File: config.mk
export PLATFORM = sky130hd
export DESIGN_NAME = layer_bias_streamer
export DESIGN_NICKNAME = d
export VERILOG_FILES = /design/src/rtl/layer_bias_streamer.sv
export SDC_FILE = /design/constraint.sdc
export NUM_CORES = 2
export LEC_CHECK = 0
export BUFFER_PORTS_ARGS = -buffer_cell sky130_fd_sc_hd__buf_4
export CORE_MARGIN = 2
export CORE_UTILIZATION = 25
export CTS_CLUSTER_DIAMETER = 150
export DETAILED_ROUTE_END_ITERATION = 16
export PLACE_DENSITY = 0.43
export SYNTH_ARGS = -nofsm -noshare
export SYNTH_HDL_FRONTEND = slang
export SYNTH_SLANG_ARGS = --single-unit
File: constraint.sdc
create_clock -name sclk -period 3.2 [get_ports sclk]
set_input_delay 0.16 -clock sclk [delete_from_list [all_inputs] [get_ports sclk]]
set_output_delay 0.16 -clock sclk [all_outputs]
set_load 0.01 [all_outputs]
File: src/rtl/layer_bias_streamer.sv
// Bias register file streamed to the conv accumulator, LANES biases per beat, lowest channel in lane 0.
// Optional BIAS_REPEAT_EN: each start runs rep_num_i+1 back-to-back passes.
module layer_bias_streamer #(
  parameter int unsigned BIAS_W = 32,
  parameter int unsigned BUS_W  = 64,
  parameter int unsigned CH_NUM = 32,
  parameter int unsigned ADDR_W = 5
) (
  input  logic              sclk,
  input  logic              s_rst_n,
  input  logic              cfg_we_i,
  input  logic [ADDR_W-1:0] cfg_addr_i,
  input  logic [BIAS_W-1:0] cfg_wdata_i,
  input  logic              start_i,
  input  logic [7:0]        rep_num_i,
  output logic              busy_o,
  output logic              done_o,
  output logic [BUS_W-1:0]  bias_data_o,
  output logic              bias_valid_o,
  output logic              bias_last_o,
  input  logic              ready_i
);

  localparam int unsigned LANES = BUS_W / BIAS_W;
  localparam int unsigned BEATS = (CH_NUM + LANES - 1) / LANES;
  localparam int unsigned IDX_W = (BEATS > 1) ? $clog2(BEATS) : 1;
  localparam int unsigned TBL_W = CH_NUM * BIAS_W;
  localparam int unsigned PAD_W = BEATS * BUS_W;
  localparam logic [IDX_W-1:0] LAST_IDX = IDX_W'(BEATS - 1);

  typedef enum logic {IDLE, SEND} state_e;

  state_e            state_q;
  logic [IDX_W-1:0]  idx_q;
  logic [7:0]        rep_left_q;
  logic              busy_q;
  logic              done_q;
  logic              valid_q;
  logic              last_q;
  logic [BUS_W-1:0]  data_q;
  logic [TBL_W-1:0]  tbl_q;

  logic              wr_en_c;
  logic [TBL_W-1:0]  tbl_fwd_c;
  logic [PAD_W-1:0]  tbl_pad_c;
  logic [BUS_W-1:0]  beat_c [BEATS];
  logic [IDX_W-1:0]  nxt_idx_c;
  logic [7:0]        rep_ld_c;

`ifdef BIAS_REPEAT_EN
  assign rep_ld_c = rep_num_i;
`else
  logic unused_rep_c;
  assign rep_ld_c     = 8'd0;
  assign unused_rep_c = ^rep_num_i;
`endif

  // Writes only land while idle so a running pass sees a frozen table.
  assign wr_en_c   = cfg_we_i && (state_q == IDLE);
  assign nxt_idx_c = idx_q + IDX_W'(1);

  always_ff @(posedge sclk or negedge s_rst_n) begin
    if (!s_rst_n) begin
      tbl_q <= '0;
    end else begin
      for (int c = 0; c < int'(CH_NUM); c++) begin
        if (wr_en_c && (cfg_addr_i == ADDR_W'(c))) begin
          tbl_q[c*BIAS_W +: BIAS_W] <= cfg_wdata_i;
        end
      end
    end
  end

  // Forward a same-cycle write so a start in that cycle streams the new value.
  always_comb begin
    tbl_fwd_c = tbl_q;
    for (int c = 0; c < int'(CH_NUM); c++) begin
      if (wr_en_c && (cfg_addr_i == ADDR_W'(c))) begin
        tbl_fwd_c[c*BIAS_W +: BIAS_W] = cfg_wdata_i;
      end
    end
  end

  assign tbl_pad_c = PAD_W'(tbl_fwd_c);

  for (genvar b = 0; b < int'(BEATS); b++) begin : g_beat
    assign beat_c[b] = tbl_pad_c[b*BUS_W +: BUS_W];
  end

  always_ff @(posedge sclk or negedge s_rst_n) begin
    if (!s_rst_n) begin
      state_q    <= IDLE;
      idx_q      <= '0;
      rep_left_q <= '0;
      busy_q     <= 1'b0;
      done_q     <= 1'b0;
      valid_q    <= 1'b0;
      last_q     <= 1'b0;
      data_q     <= '0;
    end else begin
      done_q <= 1'b0;
      case (state_q)
        IDLE: begin
          if (start_i) begin
            state_q    <= SEND;
            idx_q      <= '0;
            rep_left_q <= rep_ld_c;
            busy_q     <= 1'b1;
            valid_q    <= 1'b1;
            data_q     <= beat_c[0];
            last_q     <= (LAST_IDX == '0) && (rep_ld_c == 8'd0);
          end
        end
        SEND: begin
          if (valid_q && ready_i) begin
            if (idx_q == LAST_IDX) begin
              if (rep_left_q != 8'd0) begin
                idx_q      <= '0;
                rep_left_q <= rep_left_q - 8'd1;
                data_q     <= beat_c[0];
                last_q     <= (LAST_IDX == '0) && (rep_left_q == 8'd1);
              end else begin
                state_q <= IDLE;
                busy_q  <= 1'b0;
                valid_q <= 1'b0;
                last_q  <= 1'b0;
                done_q  <= 1'b1;
                data_q  <= '0;
              end
            end else begin
              idx_q  <= nxt_idx_c;
              data_q <= beat_c[nxt_idx_c];
              last_q <= (nxt_idx_c == LAST_IDX) && (rep_left_q == 8'd0);
            end
          end
        end
        default: state_q <= IDLE;
      endcase
    end
  end

  assign busy_o       = busy_q;
  assign done_o       = done_q;
  assign bias_data_o  = data_q;
  assign bias_valid_o = valid_q;
  assign bias_last_o  = last_q;

endmodule

==> flow_metrics.py <==
metrics = {
    "layout": {
        "mostFrequentLayoutCells": "1103 x sky130_fd_sc_hd__dfrtp_1, 691 x sky130_fd_sc_hd__mux2_2, 584 x sky130_fd_sc_hd__nand2_1",
        "area_growth_syn_to_layout_pct": 20.0,
        "layout.core_utilization": 0.302,
        "final_layout_size_suffix_gt1_frac": 0.292,
        "layout.cells.most_common": "sky130_fd_sc_hd__dfrtp_1",
        "fin_nets": 4842,
        "fillCellCount": 20900,
        "layout.cells.non_filler": 7581,
        "layout.cell_area.non_filler_sq_mm": 0.0618,
    },
    "clock_tree": {
        "cts.clk_slew.worst_paths_ns": 0.06,
        "cts.sinks": 1104,
        "clk_tree_root_cell": "sky130_fd_sc_hd__clkbuf_16",
        "htree_levels": 4,
        "deepest_clock_path_buffer_count": 3,
        "clk-insertion-delay-late_ns": 0.80,
        "tritoncts": "done",
        "num_cts_buffers": 132,
    },
    "synthesis": {
        "yosysWarnings": 0,
        "synth_area_sq_mm": 0.0515,
        "ys_seq_area_frac": 0.537,
        "ys_types": 82,
        "synth_edf_count": 0,
        "synth-async-reset-ratio": 1.00,
        "avgSynthCellArea_sq_um": 11.0,
        "synth_fp_nets": 4729,
        "ys_ff_latch": 1104,
        "yosys_most_used_dff": "sky130_fd_sc_hd__dfrtp_1",
        "post_synth_inst_count": 4675,
    },
    "worst_setup_path": {
        "critPathCaptureType": "flop",
        "worst-path-max-fanout": 19,
        "crit_required_ns": 3.93,
        "crit_path_start_kind": "flop",
        "worst-r2r-cell-count": 8,
        "critPathKind": "reg -> reg",
        "critPathArrivalTime_ns": 3.68,
    },
    "placement": {
        "post_place_setup_slack_ns": 0.110,
        "dp.cells": 7303,
        "place.port_buffers": 109,
        "hpwlAfterDp_microns": 129000,
        "gp_congestion": 0.821,
        "post_dp_cell_area_sq_mm": 0.0569,
    },
    "power": {
        "pwr_density_cell_mw_per_mm2": 769,
        "worst_ir_drop_vdd_mv": 1.01,
        "leakage_nw": 28.0,
    },
    "floorplan": {
        "top_level_ports": 118,
        "initial_utilization": 0.252,
        "dieHeight_microns": 458,
        "fp.coreArea_sq_mm": 0.205,
        "die_area_sq_mm": 0.210,
        "floorplan.die.width_microns": 458,
        "site_rows": 166,
    },
    "sta": {
        "fin_max_slew_vios": 0,
        "report.final.hold_viol_count": 0,
        "finalCriticalPeriod_ns": 2.96,
        "final.setup_skew_ns": 0.0227,
        "layout_worst_path_cycle_share": 0.924,
        "fin_ws_ns": 0.243,
        "setup_violations": 0,
        "worst_pin_slew_ns": 1.32,
        "grt_setup_unrepaired": "no",
        "achievable-frequency_mhz": 338,
        "setup_tns_ns": 0,
        "max-slew-margin-rel": 0.115,
    },
    "route": {
        "initialDrtViolationCount": 3388,
        "wl_per_cell_microns": 26.4,
        "routed_wl_microns": 200000,
        "detailedRoute.firstPassIterationCount": 6,
        "drtAntennaViolNets": 0,
        "drc": 0,
        "viasPerCell": 5.18,
        "detailroute.via_count": 39200,
    },
    "outcome": {
        "outcome": "complete, no violations",
    },
    "global_route": {
        "grt_pass1_wl_microns": 293000,
        "gr-total-overflow": 0,
        "grt_antenna_before_repair": 14,
        "grt_max_degree": 113,
        "grt_usage": 0.189,
        "via_count_of_the_first_global_routing_pass": 40000,
    },
    "hold_path": {
        "worst_hold_path_type": "in -> reg",
        "worst_hold_depth": 3,
    },
    "job": {
        "max_cap_viol_count": 0,
    },
}
## through the flow
step	hold slack (ns)	total power, W
4_1_cts	0.00922	0.0481
6_report	0.0604	0.0475
3_3_place_gp	0.195	0.0324
3_5_place_dp	0.198	0.0324
5_1_grt	0.0404	0.0496
2_1_floorplan	-0.136	0.0234
## worst max-delay path: stages (launching register included)
cell	delay [ns]
sky130_fd_sc_hd__dfrtp_1	0.43
sky130_fd_sc_hd__and3b_1	0.23
sky130_fd_sc_hd__buf_12	0.17
sky130_fd_sc_hd__a21oi_2	0.95
sky130_fd_sc_hd__buf_4	0.37
sky130_fd_sc_hd__a22o_1	0.15
sky130_fd_sc_hd__a211oi_1	0.05
sky130_fd_sc_hd__a311oi_1	0.28
sky130_fd_sc_hd__o221a_2	0.23
## cell usage after synthesis, types with 32 or more instances
master	count	share of area
sky130_fd_sc_hd__nand2b_1	33	0.0040
sky130_fd_sc_hd__nor2_1	255	0.019
sky130_fd_sc_hd__nand2_1	588	0.043
sky130_fd_sc_hd__nor3_1	59	0.0057
sky130_fd_sc_hd__o22ai_1	123	0.015
sky130_fd_sc_hd__mux2_2	691	0.15
sky130_fd_sc_hd__a22oi_1	51	0.0074
sky130_fd_sc_hd__inv_1	43	0.0031
sky130_fd_sc_hd__o21ai_0	359	0.035
sky130_fd_sc_hd__a21oi_1	127	0.012
sky130_fd_sc_hd__mux2i_1	47	0.0091
sky130_fd_sc_hd__buf_2	61	0.0059
sky130_fd_sc_hd__nand3_1	60	0.0058
sky130_fd_sc_hd__o2111ai_1	34	0.0058
sky130_fd_sc_hd__a211oi_1	35	0.0051
sky130_fd_sc_hd__dfrtp_1	1104	0.54
sky130_fd_sc_hd__a2111oi_0	32	0.0054
sky130_fd_sc_hd__o221ai_1	92	0.016
sky130_fd_sc_hd__clkbuf_1	357	0.026
## repair_timing
| item | in CTS | in global routing |
|---|---|---|
| endpoints found under the hold margin | 1179 | 0 |
| resized for setup | 0 | 1 |
| buffers inserted | 0 | 2 |
| hold buffers | 37 | 0 |
| setup endpoints to repair | 0 | 3 |
## worst paths after layout
kind                                      from  slack, ns               to
worst max-delay path                   state_q       0.24  bias_data_o[29]
worst min-delay path            cfg_wdata_i[3]       0.06       tbl_q[835]
worst max register to register         state_q       0.24  bias_data_o[29]
worst min register to register      tbl_q[589]       0.47       tbl_q[589]
max in group asynchronous              s_rst_n       2.23       tbl_q[521]
min in group asynchronous              s_rst_n       0.19       tbl_q[624]
## final cells by class
cell class              count  area (sq um)  area share
multi-input cells        3065         22100       0.358
flip-flops and latches   1104         27600       0.447
repair buffers            441          4080      0.0661
inverters                  44           169     0.00273
well taps                2688          3360      0.0544
clock buffers             190          3870      0.0627
diodes                      8          20.0    0.000324
clock inverters            41           548     0.00887
## flip-flops by register name, summed over array words and instances, names as in the netlist
signal / cells
tbl_q: 1024
bias_data_o: 64
rep_left_q: 8
idx_q: 4
bias_last_o: 1
bias_valid_o: 1
done_o: 1
state_q: 1
## where the power goes
part           switching (W)  total (W)  internal (W)
clock                0.00647     0.0155       0.00905
combinational         0.0111     0.0165       0.00540
sequential          0.000834     0.0155        0.0146
## metal layers
metal  track usage  wire length (microns)  vias up
met1         0.248                  87800    20600
met3        0.0223                   7880      279
li1              -                      -    17300
met2         0.322                  98600     1069
met5             0                      0        -
met4        0.0643                   6130        0
## kinds of logic (layout without fill, tap and decap cells)
group,count (synthesis),in the layout,synth area share
compound gates,1150,1150,0.150
flops,1104,1104,0.537
fa+ha+maj,4,4,0.000972
mux,772,772,0.174
buf+inv,506,716,0.0400
xor+xnor,10,10,0.00170
simple gates,1129,1129,0.0957
other cells,0,8,0
(Power assumes the default switching activity.)
